`config.mk`:
```
export PLATFORM = sky130hd
export DESIGN_NAME = motor_step_engine_flat
export DESIGN_NICKNAME = d
export VERILOG_FILES = /design/src/rtl/motor_step_pkg.sv /design/src/rtl/motor_step_engine_if.sv /design/src/rtl/step_delay_counter.sv /design/src/rtl/motor_step_engine.sv /design/src/flat_wrapper.sv
export SDC_FILE = /design/constraint.sdc
export NUM_CORES = 1
export LEC_CHECK = 0
export ABC_AREA = 1
export CAP_MARGIN = 20
export CORE_UTILIZATION = 60
export DETAILED_ROUTE_END_ITERATION = 10
export PLACE_DENSITY = 0.91
export SLEW_MARGIN = 10
export SYNTH_ARGS = -nofsm -noshare
export SYNTH_HDL_FRONTEND = slang
export SYNTH_SLANG_ARGS = --single-unit
```
`constraint.sdc`:
```
create_clock -name clk -period 4.3 [get_ports clk]
set_clock_uncertainty 0.2 [all_clocks]
set_input_delay 0.86 -clock clk [delete_from_list [all_inputs] [get_ports clk]]
set_output_delay 0.86 -clock clk [all_outputs]
set_load 0.005 [all_outputs]
```
`src/rtl/motor_step_pkg.sv`:
```
// -----------------------------------------------------------------------------
// motor_step_pkg
// Shared definitions for the multi-motor step sequencer:
//   - step_state_e  : engine FSM state encoding (IDLE, CHECK, DELAY, DONE)
//   - INC_HALF/FULL : position increment per step, in half-step units
//   - PHASE_RESET   : winding drive for position index 0
//   - phase_lookup  : 8-entry half-step winding table (bits A,B,A',B', MSB first)
// -----------------------------------------------------------------------------
package motor_step_pkg;

    typedef enum logic [1:0] {
        ST_IDLE  = 2'd0,
        ST_CHECK = 2'd1,
        ST_DELAY = 2'd2,
        ST_DONE  = 2'd3
    } step_state_e;

    localparam logic [1:0] INC_HALF    = 2'd1;
    localparam logic [1:0] INC_FULL    = 2'd2;
    localparam logic [3:0] PHASE_RESET = 4'b1000;

    // Half-step sequence: even indices energise one coil, odd indices two.
    function automatic logic [3:0] phase_lookup(input logic [2:0] idx);
        logic [3:0] drive;
        case (idx)
            3'd0:    drive = 4'b1000;
            3'd1:    drive = 4'b1100;
            3'd2:    drive = 4'b0100;
            3'd3:    drive = 4'b0110;
            3'd4:    drive = 4'b0010;
            3'd5:    drive = 4'b0011;
            3'd6:    drive = 4'b0001;
            3'd7:    drive = 4'b1001;
            default: drive = PHASE_RESET;
        endcase
        return drive;
    endfunction

endpackage

```
`src/rtl/motor_step_engine_if.sv`:
```
// -----------------------------------------------------------------------------
// motor_step_engine_if
// Move-command handshake between the control FSM (master) and the step
// engine (slave).
//   cmd_valid  master->slave  command offered
//   cmd_ready  slave->master  engine idle and able to accept
//   cmd_motor  master->slave  target motor index
//   cmd_steps  master->slave  signed step count (sign = direction)
//   cmd_half   master->slave  1 = half-step, 0 = full-step
//   cmd_delay  master->slave  inter-step delay in clk cycles (0 acts as 1)
// -----------------------------------------------------------------------------
interface motor_step_engine_if #(
    parameter int MOTOR_W = 1,
    parameter int STEP_W  = 8,
    parameter int DELAY_W = 16
);
    logic               cmd_valid;
    logic               cmd_ready;
    logic [MOTOR_W-1:0] cmd_motor;
    logic [STEP_W-1:0]  cmd_steps;
    logic               cmd_half;
    logic [DELAY_W-1:0] cmd_delay;

    modport master (
        output cmd_valid, cmd_motor, cmd_steps, cmd_half, cmd_delay,
        input  cmd_ready
    );

    modport slave (
        input  cmd_valid, cmd_motor, cmd_steps, cmd_half, cmd_delay,
        output cmd_ready
    );
endinterface

```
`src/rtl/step_delay_counter.sv`:
```
// -----------------------------------------------------------------------------
// step_delay_counter
// Down-counter timing the DELAY phase of each step.
//   clk, reset_n  clock, asynchronous active-low reset
//   load          load load_value (0 is loaded as 1)
//   load_value    delay in cycles
//   enable        count down one per cycle
//   expired       registered; high while the count is 1, i.e. during the
//                 last delay cycle
// -----------------------------------------------------------------------------
module step_delay_counter #(
    parameter int DELAY_W = 16
) (
    input  logic               clk,
    input  logic               reset_n,
    input  logic               load,
    input  logic [DELAY_W-1:0] load_value,
    input  logic               enable,
    output logic               expired
);
    logic [DELAY_W-1:0] count_r;
    logic [DELAY_W-1:0] count_next_s;
    logic               expired_r;
    logic               expired_next_s;

    // Next count and look-ahead expiry flag so expired is a flop output.
    always_comb begin
        count_next_s   = count_r;
        expired_next_s = expired_r;
        if (load) begin
            if (load_value == {DELAY_W{1'b0}}) begin
                count_next_s = {{(DELAY_W-1){1'b0}}, 1'b1};
            end else begin
                count_next_s = load_value;
            end
            expired_next_s = (count_next_s == {{(DELAY_W-1){1'b0}}, 1'b1});
        end else if (enable) begin
            if (count_r != {DELAY_W{1'b0}}) begin
                count_next_s = count_r - {{(DELAY_W-1){1'b0}}, 1'b1};
            end else begin
                count_next_s = count_r;
            end
            expired_next_s = (count_next_s == {{(DELAY_W-1){1'b0}}, 1'b1});
        end else begin
            count_next_s   = count_r;
            expired_next_s = expired_r;
        end
    end

    // Count and expiry registers.
    always_ff @(posedge clk or negedge reset_n) begin
        if (!reset_n) begin
            count_r   <= {DELAY_W{1'b0}};
            expired_r <= 1'b0;
        end else begin
            count_r   <= count_next_s;
            expired_r <= expired_next_s;
        end
    end

    assign expired = expired_r;

endmodule

```
`src/rtl/motor_step_engine.sv`:
```
// -----------------------------------------------------------------------------
// motor_step_engine
// Multi-motor step sequencer. Accepts one move command at a time, steps the
// selected motor's position once per (1 + delay) cycles and drives four
// winding-phase outputs per motor from the half-step table.
//
// Ports:
//   clk, reset_n  clock, asynchronous active-low reset
//   cmd           motor_step_engine_if.slave command handshake
//   abort         stop current move (only with MOTOR_STEP_ABORT_EN)
//   busy          engine not idle
//   done          one-cycle pulse on move completion
//   aborted       qualifies done: move ended by abort
//   position      NUM_MOTORS*POS_W flattened positions, motor 0 in LSBs
//   phase         NUM_MOTORS*4 flattened winding drive, motor 0 in LSBs
//
// Build option: define MOTOR_STEP_ABORT_EN to honour abort in CHECK/DELAY.
// Without it, abort is ignored and aborted stays 0.
// -----------------------------------------------------------------------------
module motor_step_engine
    import motor_step_pkg::*;
#(
    parameter int NUM_MOTORS = 2,
    parameter int MOTOR_W    = (NUM_MOTORS > 1) ? $clog2(NUM_MOTORS) : 1,
    parameter int STEP_W     = 8,
    parameter int DELAY_W    = 16,
    parameter int POS_W      = 8
) (
    input  logic                        clk,
    input  logic                        reset_n,
    motor_step_engine_if.slave          cmd,
    input  logic                        abort,
    output logic                        busy,
    output logic                        done,
    output logic                        aborted,
    output logic [NUM_MOTORS*POS_W-1:0] position,
    output logic [NUM_MOTORS*4-1:0]     phase
);
    localparam logic [MOTOR_W:0] NUM_MOTORS_C = (MOTOR_W+1)'(NUM_MOTORS);

    step_state_e                         state_r;
    step_state_e                         state_next_s;

    logic [MOTOR_W-1:0]                  motor_r;
    logic                                dir_neg_r;
    logic [STEP_W-1:0]                   remaining_r;
    logic [1:0]                          inc_r;
    logic [DELAY_W-1:0]                  delay_r;

    logic [NUM_MOTORS-1:0][POS_W-1:0]    pos_r;
    logic [NUM_MOTORS-1:0][POS_W-1:0]    pos_next_s;
    logic [NUM_MOTORS-1:0][3:0]          phase_r;

    logic                                busy_r;
    logic                                done_r;
    logic                                aborted_r;
    logic                                cmd_ready_r;

    logic                                accept_s;
    logic                                step_s;
    logic                                load_s;
    logic                                count_en_s;
    logic                                abort_done_s;
    logic                                abort_s;
    logic                                expired_s;
    logic                                motor_valid_s;
    logic [STEP_W-1:0]                   mag_s;
    logic [POS_W-1:0]                    inc_ext_s;

`ifdef MOTOR_STEP_ABORT_EN
    assign abort_s = abort;
`else
    logic unused_abort_s;
    assign unused_abort_s = abort;
    assign abort_s        = 1'b0;
`endif

    // Out-of-range motors are accepted but treated as a 0-step move.
    assign motor_valid_s = ({1'b0, cmd.cmd_motor} < NUM_MOTORS_C);
    // Unsigned magnitude; the most negative count maps to 2^(STEP_W-1).
    assign mag_s = cmd.cmd_steps[STEP_W-1] ? (~cmd.cmd_steps + STEP_W'(1))
                                           : cmd.cmd_steps;
    assign inc_ext_s = {{(POS_W-2){1'b0}}, inc_r};

    step_delay_counter #(
        .DELAY_W    (DELAY_W)
    ) u_delay (
        .clk        (clk),
        .reset_n    (reset_n),
        .load       (load_s),
        .load_value (delay_r),
        .enable     (count_en_s),
        .expired    (expired_s)
    );

    // FSM next-state and step control.
    always_comb begin
        state_next_s = state_r;
        accept_s     = 1'b0;
        step_s       = 1'b0;
        load_s       = 1'b0;
        count_en_s   = 1'b0;
        abort_done_s = 1'b0;
        case (state_r)
            ST_IDLE: begin
                if (cmd.cmd_valid) begin
                    accept_s     = 1'b1;
                    state_next_s = ST_CHECK;
                end else begin
                    state_next_s = ST_IDLE;
                end
            end
            ST_CHECK: begin
                if (abort_s) begin
                    abort_done_s = 1'b1;
                    state_next_s = ST_DONE;
                end else if (remaining_r == {STEP_W{1'b0}}) begin
                    state_next_s = ST_DONE;
                end else begin
                    step_s       = 1'b1;
                    load_s       = 1'b1;
                    state_next_s = ST_DELAY;
                end
            end
            ST_DELAY: begin
                count_en_s = 1'b1;
                if (abort_s) begin
                    abort_done_s = 1'b1;
                    state_next_s = ST_DONE;
                end else if (expired_s) begin
                    state_next_s = ST_CHECK;
                end else begin
                    state_next_s = ST_DELAY;
                end
            end
            ST_DONE: begin
                state_next_s = ST_IDLE;
            end
            default: begin
                state_next_s = ST_IDLE;
            end
        endcase
    end

    // FSM state register.
    always_ff @(posedge clk or negedge reset_n) begin
        if (!reset_n) begin
            state_r <= ST_IDLE;
        end else begin
            state_r <= state_next_s;
        end
    end

    // Command latch on accept; remaining count decrements on each step.
    always_ff @(posedge clk or negedge reset_n) begin
        if (!reset_n) begin
            motor_r     <= {MOTOR_W{1'b0}};
            dir_neg_r   <= 1'b0;
            remaining_r <= {STEP_W{1'b0}};
            inc_r       <= INC_HALF;
            delay_r     <= {{(DELAY_W-1){1'b0}}, 1'b1};
        end else if (accept_s) begin
            motor_r     <= cmd.cmd_motor;
            dir_neg_r   <= cmd.cmd_steps[STEP_W-1];
            remaining_r <= motor_valid_s ? mag_s : {STEP_W{1'b0}};
            inc_r       <= cmd.cmd_half ? INC_HALF : INC_FULL;
            delay_r     <= (cmd.cmd_delay == {DELAY_W{1'b0}})
                           ? {{(DELAY_W-1){1'b0}}, 1'b1} : cmd.cmd_delay;
        end else if (step_s) begin
            remaining_r <= remaining_r - STEP_W'(1);
        end else begin
            remaining_r <= remaining_r;
        end
    end

    // Next position per motor: only the selected motor moves, modulo 2^POS_W.
    always_comb begin
        pos_next_s = pos_r;
        for (int i = 0; i < NUM_MOTORS; i++) begin
            if (step_s && (motor_r == MOTOR_W'(i))) begin
                if (dir_neg_r) begin
                    pos_next_s[i] = pos_r[i] - inc_ext_s;
                end else begin
                    pos_next_s[i] = pos_r[i] + inc_ext_s;
                end
            end else begin
                pos_next_s[i] = pos_r[i];
            end
        end
    end

    // Positions and phase drive update together so both change on the same edge.
    always_ff @(posedge clk or negedge reset_n) begin
        if (!reset_n) begin
            pos_r   <= {(NUM_MOTORS*POS_W){1'b0}};
            phase_r <= {NUM_MOTORS{PHASE_RESET}};
        end else begin
            pos_r <= pos_next_s;
            for (int i = 0; i < NUM_MOTORS; i++) begin
                phase_r[i] <= phase_lookup(pos_next_s[i][2:0]);
            end
        end
    end

    // Status outputs registered from the next state.
    always_ff @(posedge clk or negedge reset_n) begin
        if (!reset_n) begin
            busy_r      <= 1'b0;
            done_r      <= 1'b0;
            aborted_r   <= 1'b0;
            cmd_ready_r <= 1'b1;
        end else begin
            busy_r      <= (state_next_s != ST_IDLE);
            done_r      <= (state_next_s == ST_DONE);
            aborted_r   <= abort_done_s;
            cmd_ready_r <= (state_next_s == ST_IDLE);
        end
    end

    assign cmd.cmd_ready = cmd_ready_r;
    assign busy          = busy_r;
    assign done          = done_r;
    assign aborted       = aborted_r;
    assign position      = pos_r;
    assign phase         = phase_r;

endmodule

```
`src/flat_wrapper.sv`:
```
// flat-port wrapper written by rule: the top's interface ports become plain ports
module motor_step_engine_flat import motor_step_pkg::*;
#(
    parameter int NUM_MOTORS = 2,
    parameter int MOTOR_W    = (NUM_MOTORS > 1) ? $clog2(NUM_MOTORS) : 1,
    parameter int STEP_W     = 8,
    parameter int DELAY_W    = 16,
    parameter int POS_W      = 8
)
  (clk, reset_n, abort, busy, done, aborted, position, phase, cmd_cmd_valid, cmd_cmd_motor, cmd_cmd_steps, cmd_cmd_half, cmd_cmd_delay, cmd_cmd_ready);
  motor_step_engine_if #(.MOTOR_W(MOTOR_W), .STEP_W(STEP_W), .DELAY_W(DELAY_W)) cmd_i ();
  input  logic clk;
  input  logic reset_n;
  input  logic abort;
  output logic busy;
  output logic done;
  output logic aborted;
  output logic [NUM_MOTORS*POS_W-1:0] position;
  output logic [NUM_MOTORS*4-1:0] phase;
  input wire logic [$bits(cmd_i.cmd_valid)-1:0] cmd_cmd_valid;
  input wire logic [$bits(cmd_i.cmd_motor)-1:0] cmd_cmd_motor;
  input wire logic [$bits(cmd_i.cmd_steps)-1:0] cmd_cmd_steps;
  input wire logic [$bits(cmd_i.cmd_half)-1:0] cmd_cmd_half;
  input wire logic [$bits(cmd_i.cmd_delay)-1:0] cmd_cmd_delay;
  output wire logic [$bits(cmd_i.cmd_ready)-1:0] cmd_cmd_ready;
  assign cmd_i.cmd_valid = cmd_cmd_valid;
  assign cmd_i.cmd_motor = cmd_cmd_motor;
  assign cmd_i.cmd_steps = cmd_cmd_steps;
  assign cmd_i.cmd_half = cmd_cmd_half;
  assign cmd_i.cmd_delay = cmd_cmd_delay;
  assign cmd_cmd_ready = cmd_i.cmd_ready;
  motor_step_engine #(.NUM_MOTORS(NUM_MOTORS), .MOTOR_W(MOTOR_W), .STEP_W(STEP_W), .DELAY_W(DELAY_W), .POS_W(POS_W)) u_core (.clk(clk), .reset_n(reset_n), .cmd(cmd_i), .abort(abort), .busy(busy), .done(done), .aborted(aborted), .position(position), .phase(phase));
endmodule
```
==> results of run 1 <==
[cell type report]
cell class / count / area share [%]
flip-flops and latches: 74 / 34.1
multi-input cells: 457 / 42.9
repair buffers: 59 / 10.6
clock buffers: 10 / 2.34
clock inverters: 6 / 2.52
well taps: 99 / 2.27
inverters: 78 / 5.37
[worst max-delay path, cell delays in order, from the launching register on]
cell and delay, ns:
sky130_fd_sc_hd__dfstp_2 0.57, sky130_fd_sc_hd__inv_1 0.06, sky130_fd_sc_hd__ha_1 0.27, sky130_fd_sc_hd__inv_1 0.03, sky130_fd_sc_hd__o21ai_0 0.46, sky130_fd_sc_hd__inv_1 0.18
sky130_fd_sc_hd__ha_1 0.31, sky130_fd_sc_hd__nand3b_1 0.12, sky130_fd_sc_hd__a21oi_1 0.10, sky130_fd_sc_hd__o21a_1 0.19, sky130_fd_sc_hd__o21ai_0 0.20, sky130_fd_sc_hd__nand2_1 0.08
sky130_fd_sc_hd__nand2_1 0.06, sky130_fd_sc_hd__nand2_1 0.05, sky130_fd_sc_hd__nand2_1 0.05, sky130_fd_sc_hd__nand2_1 0.06
[sequential cells by signal, indices dropped and copies added (netlist names), 2 cells and up]
| register | cells |
|---|---|
| u_core.state_r | 2 |
| u_core.delay_r | 16 |
| u_core.phase | 8 |
| u_core.position | 16 |
| u_core.remaining_r | 8 |
| u_core.inc_r | 2 |
| u_core.u_delay.count_r | 16 |
[metal layers]
| metal | part of all wire, % | vias to the layer above | global-route usage (%) |
|---|---|---|---|
| li1 | - | 2088 | - |
| met1 | 41 | 2013 | 39.6 |
| met2 | 50 | 175 | 54.0 |
| met3 | 6.5 | 33 | 5.08 |
| met4 | 2.3 | 0 | 13.0 |
| met5 | 0 | - | 0 |
[placed cells by master (no fill, tap or decap), types with 3 or more instances in the layout]
master,Yosys,final
sky130_fd_sc_hd__nand4_1,3,3
sky130_fd_sc_hd__nand3_1,37,37
sky130_fd_sc_hd__o21ai_0,45,44
sky130_fd_sc_hd__buf_4,3,4
sky130_fd_sc_hd__dfrtp_1,69,69
sky130_fd_sc_hd__nand2_1,193,193
sky130_fd_sc_hd__clkdlybuf4s50_1,0,54
sky130_fd_sc_hd__o211ai_1,3,3
sky130_fd_sc_hd__a31oi_1,4,4
sky130_fd_sc_hd__nand3b_1,4,4
sky130_fd_sc_hd__xnor2_1,5,5
sky130_fd_sc_hd__o21ai_1,6,7
sky130_fd_sc_hd__inv_2,3,3
sky130_fd_sc_hd__o21ai_2,3,3
sky130_fd_sc_hd__nor3_1,3,3
sky130_fd_sc_hd__clkbuf_8,0,9
sky130_fd_sc_hd__ha_1,20,20
sky130_fd_sc_hd__bufinv_16,0,4
sky130_fd_sc_hd__xor2_1,14,14
sky130_fd_sc_hd__nor2_2,4,5
sky130_fd_sc_hd__o21a_1,3,3
sky130_fd_sc_hd__a21oi_1,14,14
sky130_fd_sc_hd__dfstp_2,5,5
sky130_fd_sc_hd__nand2_2,7,7
sky130_fd_sc_hd__nor2_1,69,68
sky130_fd_sc_hd__inv_1,73,73
sky130_fd_sc_hd__nor4_1,4,4
[cell usage after synthesis, types with 4 or more instances]
cell type	instances	area share (%)
sky130_fd_sc_hd__nor4_1	4	0.55
sky130_fd_sc_hd__ha_1	20	5.5
sky130_fd_sc_hd__dfstp_2	5	2.9
sky130_fd_sc_hd__inv_1	73	6.0
sky130_fd_sc_hd__nand3_1	37	4.0
sky130_fd_sc_hd__xnor2_1	5	0.96
sky130_fd_sc_hd__nand2_1	193	16
sky130_fd_sc_hd__o21ai_0	45	4.9
sky130_fd_sc_hd__o21ai_1	6	0.66
sky130_fd_sc_hd__xor2_1	14	2.7
sky130_fd_sc_hd__nor2_2	4	0.55
sky130_fd_sc_hd__nor2_1	69	5.7
sky130_fd_sc_hd__nand3b_1	4	0.66
sky130_fd_sc_hd__a21oi_1	14	1.5
sky130_fd_sc_hd__a31oi_1	4	0.55
sky130_fd_sc_hd__nand2_2	7	0.96
sky130_fd_sc_hd__dfrtp_1	69	38
sky130_fd_sc_hd__buf_2	4	0.44
[through the flow]
step | hold WS [ns] | area [µm²] | setup slack [ns]
after global routing | 0.299 | 5450 | 0.875
final | 0.266 | 5450 | 1.21
after detailed placement | 0.296 | 5190 | 1.22
after CTS | 0.277 | 5450 | 1.19
after global placement | 0.291 | 5190 | 1.30
after floorplan | 0.264 | 4580 | 1.60
[cells by family after synthesis]
family / Yosys count
fa+ha+maj: 22
other cells: 1
compound gates: 87
buf+inv: 93
flops: 74
xor+xnor: 19
simple gates: 328
[path summary, 6_finish.rpt]
check                           cells past startpoint  slack [ns]            endpoint          startpoint
max in group asynchronous                           2        2.81     u_core.inc_r[0]             reset_n
worst max register to register                     15        1.21  u_core.position[7]     u_core.inc_r[0]
worst min register to register                      2        0.31  u_core.position[3]  u_core.position[3]
worst min-delay path                                1        0.27   u_core.delay_r[9]             reset_n
worst max-delay path                               15        1.21  u_core.position[7]     u_core.inc_r[0]
min in group clk                                    2        0.31  u_core.position[3]  u_core.position[3]
[power breakdown]
part | internal [mW] | switching (mW) | leakage [nW]
registers | 0.695 | 0 | 0.892
clock network | 0.448 | 0.287 | 0.131
logic | 0.0270 | 0.0281 | 1.63
==> flow_summary.ini, run 1 <==
[final_layout]
layout-drive-gt1-share_pct = 7.02
n_antenna_cell = 0
area_delta_synth_final_pct = 19.0
area_of_the_multi_input_gates_um2 = 2340
post_layout_nonfiller_instances = 783
utilization_pct = 74.4
area.sequential_um2 = 1860
num-fill-cells = 533
nNetsFinal = 731

[floorplan]
placementRows = 31
floorplan.initialDensity_pct = 62.5
floorplan.core_area_um2 = 7330
dieHeight_um = 89.4
floorplan.die_area_um2 = 7990
dieWidth_um = 89.4
io_pins = 58

[critical_path]
cp-end-kind = flop
worst_setup_path_start_kind = flop
worst_ep_arrival_time_ns = 3.13
critical_path_required_ns = 4.35
timing.critical_path.fanout_max = 3
timing_worst_setup_path_type = flop to flop

[yosys]
synth_compound_area_share_pct = 10.9
post_synthesis_cell_area_um2 = 4580
synth_edf_count = 0
synth_fa_ha_area_share_pct = 6.34
yosysSeqAreaShare_pct = 40.6
syn-num-nets = 676
synth_area_per_cell_um2 = 7.34
synth.distinct_cells = 42
synth-warning-count = 0
postSynth.topFlopCell = sky130_fd_sc_hd__dfrtp_1
yosys-mux-area-fraction_pct = 0
ffs_w_async_s_r_synth_pct = 100
ys_ff_latch = 74
synth_top_family_by_area = simple AND/OR/NAND/NOR gates
synthXorXnorAreaFrac_pct = 3.63
synth_cells = 624
synthSimpleGateAreaFrac_pct = 30.0

[cts]
cts_hold_buffers = 0
clock-root-buffer = sky130_fd_sc_hd__clkbuf_8
post_cts.resized_instances = 0
clock_tree_from_tritoncts = built
ctsLongestPathBuffers = 2
cts.repair_timing.setup_buffer_count = 0
clkTransAtPathRegs_ns = 0.09
cts_inserted_buffers = 9
worst_skew_pair.late_latency_ns = 0.36
htreeDepth = 3
cts_sinks = 74

[grt]
grt_util_all_layers_pct = 31.4
grt_max_degree = 38
global_route_wire_length_before_repair_um = 19000
antenna_violations_before_repair = 0
first_global_vias = 4141
overflow = 0

[timing]
timing_worst_slew_pin_value_ns = 0.749
max_freq_mhz = 324
timing_hold_violations_final = 0
timing.final.max_slew_violations = 0
tns_ns = 0
final-setup-viol-count = 0
layout_min_cycle_time_ns = 3.09
rsz0062_at_grt = false
final_min_period_over_clock_period_pct = 71.8
slew_headroom_pct = 49.7

[min_path]
min_path_type = input port to async pin

[routing]
routedWlPerCell_um = 14.5
drt_iter0_markers = 400
vias_per_cell = 5.50
drcViolationCount = 0
number_of_iterations_in_the_first_detailed_routing_pass = 5
detailroute.via_count = 4309
finalWirelength_um = 11300
antenna_left = 0

[job]
maxCapViolations = 0

[power_and_ir_drop]
power_density_nw_per_um2 = 272
ir_worst_vdd_uv = 244
power.static_leakage_nw = 2.66
power_mw = 1.48

[outcome]
outcome = finished clean

[place]
placement.io_buffers = 55
gp_congestion = 0.969
hpwlAfterDp_um = 8080
place.detailed.instances = 767
Note: power is estimated with default switching activity, not from simulation.
==> run 2, diff against run 1 <==
--- a/config.mk
+++ b/config.mk
@@ -7,9 +7,9 @@
 export LEC_CHECK = 0
 export ABC_AREA = 1
 export CAP_MARGIN = 20
-export CORE_UTILIZATION = 60
+export CORE_UTILIZATION = 51
 export DETAILED_ROUTE_END_ITERATION = 10
-export PLACE_DENSITY = 0.91
+export PLACE_DENSITY = 0.83
 export SLEW_MARGIN = 10
 export SYNTH_ARGS = -nofsm -noshare
 export SYNTH_HDL_FRONTEND = slang
==> constraint.sdc (replaced) <==
create_clock -name clk -period 2.5 [get_ports clk]
set_clock_uncertainty 0.2 [all_clocks]
set_input_delay 0.5 -clock clk [delete_from_list [all_inputs] [get_ports clk]]
set_output_delay 0.5 -clock clk [all_outputs]
set_load 0.005 [all_outputs]
==> run 2 against run 1 <==
Net effect: the flow now finishes with violations (setup timing); clock power increased by 39%; routed wire length rose by 3.7%; cell count up 4.3%; worst hold slack better by 0.047 ns; die area grew 17%; register-to-register slack lost 1.3 ns; count of clock-buffer cells in the layout unchanged; critical path depth is 2 lower; sequential cell count stayed put; combinational power up 76%; highest routed layer unchanged.
==> flow_summary.ini, run 2 (synthesis gave the netlist of run 1 again) <==
[cts]
clock-root-buffer = sky130_fd_sc_hd__clkbuf_8
htreeDepth = 3
cts_sinks = 74
ctsLongestPathBuffers = 2
clkTransAtPathRegs_ns = 0.09
worst_skew_pair.late_latency_ns = 0.36
cts_inserted_buffers = 9
clock_tree_from_tritoncts = built

[floorplan]
dieWidth_um = 96.8
floorplan.core_area_um2 = 8720
io_pins = 58
floorplan.initialDensity_pct = 52.5
dieHeight_um = 96.8
floorplan.die_area_um2 = 9360
placementRows = 34

[place]
placement.io_buffers = 55
gp_congestion = 0.877
hpwlAfterDp_um = 8100

[grt]
overflow = 0
first_global_vias = 4266
grt_max_degree = 75
antenna_violations_before_repair = 0
global_route_wire_length_before_repair_um = 19000
grt_util_all_layers_pct = 24.6

[timing]
worst_hold_slack_ns = 0.313
timing.final.max_slew_violations = 0
final-setup-viol-count = 3
tns_ns = -0.157
layout_min_cycle_time_ns = 2.55
final_min_period_over_clock_period_pct = 102
rsz0062_at_grt = true
timing_hold_violations_final = 0
worst_slack_ns = -0.0550
max_freq_mhz = 391

[critical_path]
timing.reg2reg.worst_path_depth = 13
regToRegSetupSlack_ns = -0.05
worst_ep_arrival_time_ns = 2.64
worst_setup_path_start_kind = flop
cp-end-kind = flop
r2r-end = u_core.position[6]
critical_path_required_ns = 2.59
timing.critical_path.fanout_max = 3
timing_worst_setup_path_type = flop to flop
crit-reg2reg-launch = u_core.inc_r[0]

[final_layout]
nNetsFinal = 756
n_antenna_cell = 0
utilization_pct = 65.9
num-fill-cells = 683
area_delta_synth_final_pct = 25.5
layout-drive-gt1-share_pct = 13.8
area_of_the_multi_input_gates_um2 = 2460
area.sequential_um2 = 1860
layout.cells.most_common = sky130_fd_sc_hd__nand2_1
most-common-layout-cells = 192 x sky130_fd_sc_hd__nand2_1, 69 x sky130_fd_sc_hd__inv_1, 69 x sky130_fd_sc_hd__dfrtp_1

[routing]
finalWirelength_um = 11800
drcViolationCount = 0
detailroute.via_count = 4433
highest-signal-layer = met4
drt_iter0_markers = 242
wl_met3_um = 528
vias_per_cell = 5.43
met1Wirelength_um = 4920
met2RoutedLength_um = 6060
antenna_left = 0
routedWlPerCell_um = 14.4
number_of_iterations_in_the_first_detailed_routing_pass = 5

[outcome]
outcome = complete, but fails checks
failing_checks = setup timing

[min_path]
hold_path_end = u_core.delay_r[9]
min_path_type = flop to flop
hold_start = u_core.delay_r[9]
hold_path_depth = 2

[power_and_ir_drop]
power.static_leakage_nw = 2.77
ir_worst_vdd_uv = 334
power_density_nw_per_um2 = 402

[job]
maxCapViolations = 0
[run 2: cell count changes in the layout (fill, tap and decap cells not counted), sizes merged]
cell | previous run | this run
buf | 5 | 29
bufinv | 4 | 1
clkinv | 3 | 5
dlygate4sd3 | 0 | 1
inv | 77 | 78
[run 2: cell type report]
cell class	count	area share [%]
Clock buffer	10	2.39
Clock inverter	6	1.28
Inverter	78	5.18
Multi-Input combinational cell	457	42.8
Sequential cell	74	32.3
Tap cell	108	2.35
Timing Repair Buffer	84	13.7
[run 2: stage by stage]
stage	instances	setup WS [ns]	cell area [µm²]	power (mW)
floorplan	624	-0.0357	4590	1.24
global placement	791	-0.0389	5330	1.31
detailed placement	791	-0.144	5330	1.32
CTS	812	-0.0339	5630	2.31
global route	817	-0.187	5750	2.38
finish	817	-0.0550	5750	2.31
[run 2: metal layers]
| layer | vias up | track usage (%) |
|---|---|---|
| met5 | - | 0 |
| met4 | 0 | 9.64 |
| met3 | 28 | 3.18 |
| met2 | 154 | 43.1 |
| met1 | 2107 | 30.7 |
| li1 | 2144 | - |
[run 2: worst max path at each step]
stage | from | end
6_report | u_core.inc_r[0] | u_core.position[6]
5_1_grt | u_core.inc_r[0] | u_core.position[7]
4_1_cts | u_core.inc_r[0] | u_core.position[15]
3_5_place_dp | u_core.inc_r[0] | u_core.position[14]
3_3_place_gp | u_core.inc_r[0] | u_core.position[14]
2_1_floorplan | u_core.inc_r[0] | u_core.position[15]
[run 2: worst max-delay path, cell delays in order, from the launching register on]
cell and delay [ns]:
sky130_fd_sc_hd__dfstp_2 0.55, sky130_fd_sc_hd__inv_2 0.05, sky130_fd_sc_hd__ha_4 0.24, sky130_fd_sc_hd__inv_4 0.05
sky130_fd_sc_hd__o21ai_4 0.06, sky130_fd_sc_hd__buf_4 0.14, sky130_fd_sc_hd__buf_6 0.10, sky130_fd_sc_hd__fa_2 0.36
sky130_fd_sc_hd__o211ai_1 0.22, sky130_fd_sc_hd__nand2_1 0.10, sky130_fd_sc_hd__nand2_1 0.09, sky130_fd_sc_hd__a21oi_2 0.06
sky130_fd_sc_hd__xor2_1 0.14, sky130_fd_sc_hd__o21ai_1 0.11
[run 2: repair_timing]
action                                 in CTS  in global routing
setup endpoints to repair                   6                  9
endpoints found under the hold margin      63                  0
hold buffers                                1                  0
buffers inserted                            4                  5
pin swaps                                   8                 13
gates resized for setup                    14                 20
gates cloned                                0                  0
[run 2: report_power, final]
part	leakage, nW	internal (mW)	total (mW)	switching, mW
Clock	0.107	0.501	1.02	0.515
Sequential	0.892	1.20	1.20	0
Combinational	1.77	0.0488	0.0970	0.0481
Total	2.77	1.75	2.31	0.563
==> run 3, diff against run 2 <==
--- a/config.mk
+++ b/config.mk
@@ -9,7 +9,8 @@
 export CAP_MARGIN = 20
 export CORE_UTILIZATION = 51
 export DETAILED_ROUTE_END_ITERATION = 10
-export PLACE_DENSITY = 0.83
+export PLACE_DENSITY_LB_ADDON = 0.25
+export SKIP_LAST_GASP = 1
 export SLEW_MARGIN = 10
 export SYNTH_ARGS = -nofsm -noshare
 export SYNTH_HDL_FRONTEND = slang
==> run 3 against run 2 <==
Net effect: combinational power is 1% lower; the flow still finishes with violations (setup timing); global-route usage is 0.90 points lower; power is 1.1% higher; critical endpoint is now u_core.position[14].
==> flow_summary.ini, run 3 (synthesis gave the netlist of run 1 again) <==
[job]
maxCapViolations = 0

[critical_path]
timing.critical_path.fanout_max = 2
timing.reg2reg.worst_path_depth = 12
critical-path-slowest-cell = sky130_fd_sc_hd__dfstp_2
critical_path_required_ns = 2.54
crit_path_cell_trace = inv_2, ha_4, inv_4, o21ai_4, buf_6, fa_2, o211ai_1, nand2_1, nand2_1, a21oi_1, xor2_1, o21ai_1
regToRegSetupSlack_ns = -0.08
cp-end-kind = flop
worst_ep_arrival_time_ns = 2.62
timing.critical_path.slowest_cell_delay_ns = 0.55
r2r-end = u_core.position[14]
path_common_cell = sky130_fd_sc_hd__nand2_1
worst_setup_path_start_kind = flop
timing_worst_setup_path_type = flop to flop
crit-reg2reg-launch = u_core.inc_r[0]

[final_layout]
most-common-layout-cells = 192 x sky130_fd_sc_hd__nand2_1, 69 x sky130_fd_sc_hd__inv_1, 69 x sky130_fd_sc_hd__dfrtp_1
layout-drive-gt1-share_pct = 12.8
layout.cells.most_common = sky130_fd_sc_hd__nand2_1
finalInstanceArea_um2 = 5740
area_delta_synth_final_pct = 25.4
n_antenna_cell = 0
num-fill-cells = 733
nNetsFinal = 749

[routing]
detailroute.via_count = 4248
antenna_left = 0
drcViolationCount = 0
drt_iter0_markers = 284
vias_per_cell = 5.24
routedWlPerCell_um = 13.3
number_of_iterations_in_the_first_detailed_routing_pass = 5
finalWirelength_um = 10700

[power_and_ir_drop]
power.static_leakage_nw = 2.69
ir_worst_vdd_uv = 249
power_density_nw_per_um2 = 406

[floorplan]
io_pins = 58
floorplan.initialDensity_pct = 52.5
floorplan.die_area_um2 = 9360
dieHeight_um = 96.8
dieWidth_um = 96.8
floorplan.core_area_um2 = 8720
placementRows = 34

[timing]
rsz0062_at_grt = true
timing.final.max_slew_violations = 0
worst_hold_slack_ns = 0.307
timing_hold_violations_final = 0
tns_ns = -0.114
layout_min_cycle_time_ns = 2.58
worst_slack_ns = -0.0801
final-setup-viol-count = 2
max_freq_mhz = 388
final_min_period_over_clock_period_pct = 103

[place]
hpwlAfterDp_um = 7630
placement.io_buffers = 55
gp_congestion = 0.888
instance_area_after_placement_um2 = 5310

[cts]
ctsLongestPathBuffers = 2
clock-root-buffer = sky130_fd_sc_hd__clkbuf_8
cts_inserted_buffers = 9
clock_tree_from_tritoncts = built
htreeDepth = 3
worst_skew_pair.late_latency_ns = 0.35
clkTransAtPathRegs_ns = 0.08
cts_sinks = 74

[grt]
grt_util_all_layers_pct = 23.7
antenna_violations_before_repair = 0
first_global_vias = 4005
grt_max_degree = 75
global_route_wire_length_before_repair_um = 18200
overflow = 0

[outcome]
outcome = complete, but fails checks
failing_checks = setup timing

[min_path]
hold_path_end = u_core.delay_r[5]
min_path_type = flop to flop
hold_path_depth = 2
hold_start = u_core.delay_r[5]
-- run 3: cell type report --
| class | count | area (µm²) | area share (%) |
|---|---|---|---|
| multi-input combinational | 457 | 2500 | 43.5 |
| timing repair buffer | 77 | 733 | 12.8 |
| sequential | 74 | 1860 | 32.4 |
| tap | 108 | 135 | 2.35 |
| inverter | 78 | 298 | 5.19 |
| clock buffer | 10 | 128 | 2.22 |
| clock inverter | 6 | 91.3 | 1.59 |
-- run 3: worst max-delay path by stage --
stage	startpoint	endpoint	slack (ns)	cells past startpoint
finish	u_core.inc_r[0]	u_core.position[14]	-0.08	12
global route	u_core.inc_r[0]	u_core.position[14]	-0.19	12
CTS	u_core.inc_r[0]	u_core.position[14]	-0.02	13
detailed placement	u_core.inc_r[0]	u_core.position[15]	-0.16	14
global placement	u_core.inc_r[0]	u_core.position[14]	-0.04	12
floorplan	u_core.inc_r[0]	u_core.position[15]	-0.04	14
-- run 3: layer usage --
layer,up-vias,wire length (µm),global-route usage (%)
met5,-,0,0
met4,0,124,6.77
met3,15,536,4.26
met2,121,5100,38.1
met1,1982,4980,32.8
li1,2130,-,-
-- run 3: through the flow --
stage          utilization, %  power [mW]  setup slack (ns)  instances
2_1_floorplan               -        1.24           -0.0357        624
3_3_place_gp             60.9        1.31           -0.0368        788
3_5_place_dp             60.9        1.32            -0.160        788
4_1_cts                  64.2        2.34           -0.0227        807
5_1_grt                  65.9        2.41            -0.193        810
6_report                 65.9        2.33           -0.0801        810
-- run 3: power breakdown --
group          internal [mW]  switching [mW]  total, mW  leakage [nW]
clock                  0.564           0.479       1.04        0.0987
combinational         0.0487          0.0470     0.0956          1.70
sequential              1.20               0       1.20         0.892
-- run 3: timing repair --
item,4_1_cts,5_1_grt
cloned,0,0
endpoints found under the setup margin,6,12
hold buffers,1,0
pin swaps,4,25
buffers inserted,2,3
endpoints found under the hold margin,50,0
gates resized for setup,10,23
-- run 3: worst max-delay path, delay by kind of cell (launching register included) --
family,cells,cell delay [ns]
AO/OA/AOI/OAI,4,0.48
XOR/XNOR,1,0.17
adder cells (fa/ha/maj),2,0.64
buffers and inverters,3,0.23
flip-flops,1,0.55
AND/OR/NAND/NOR,2,0.22
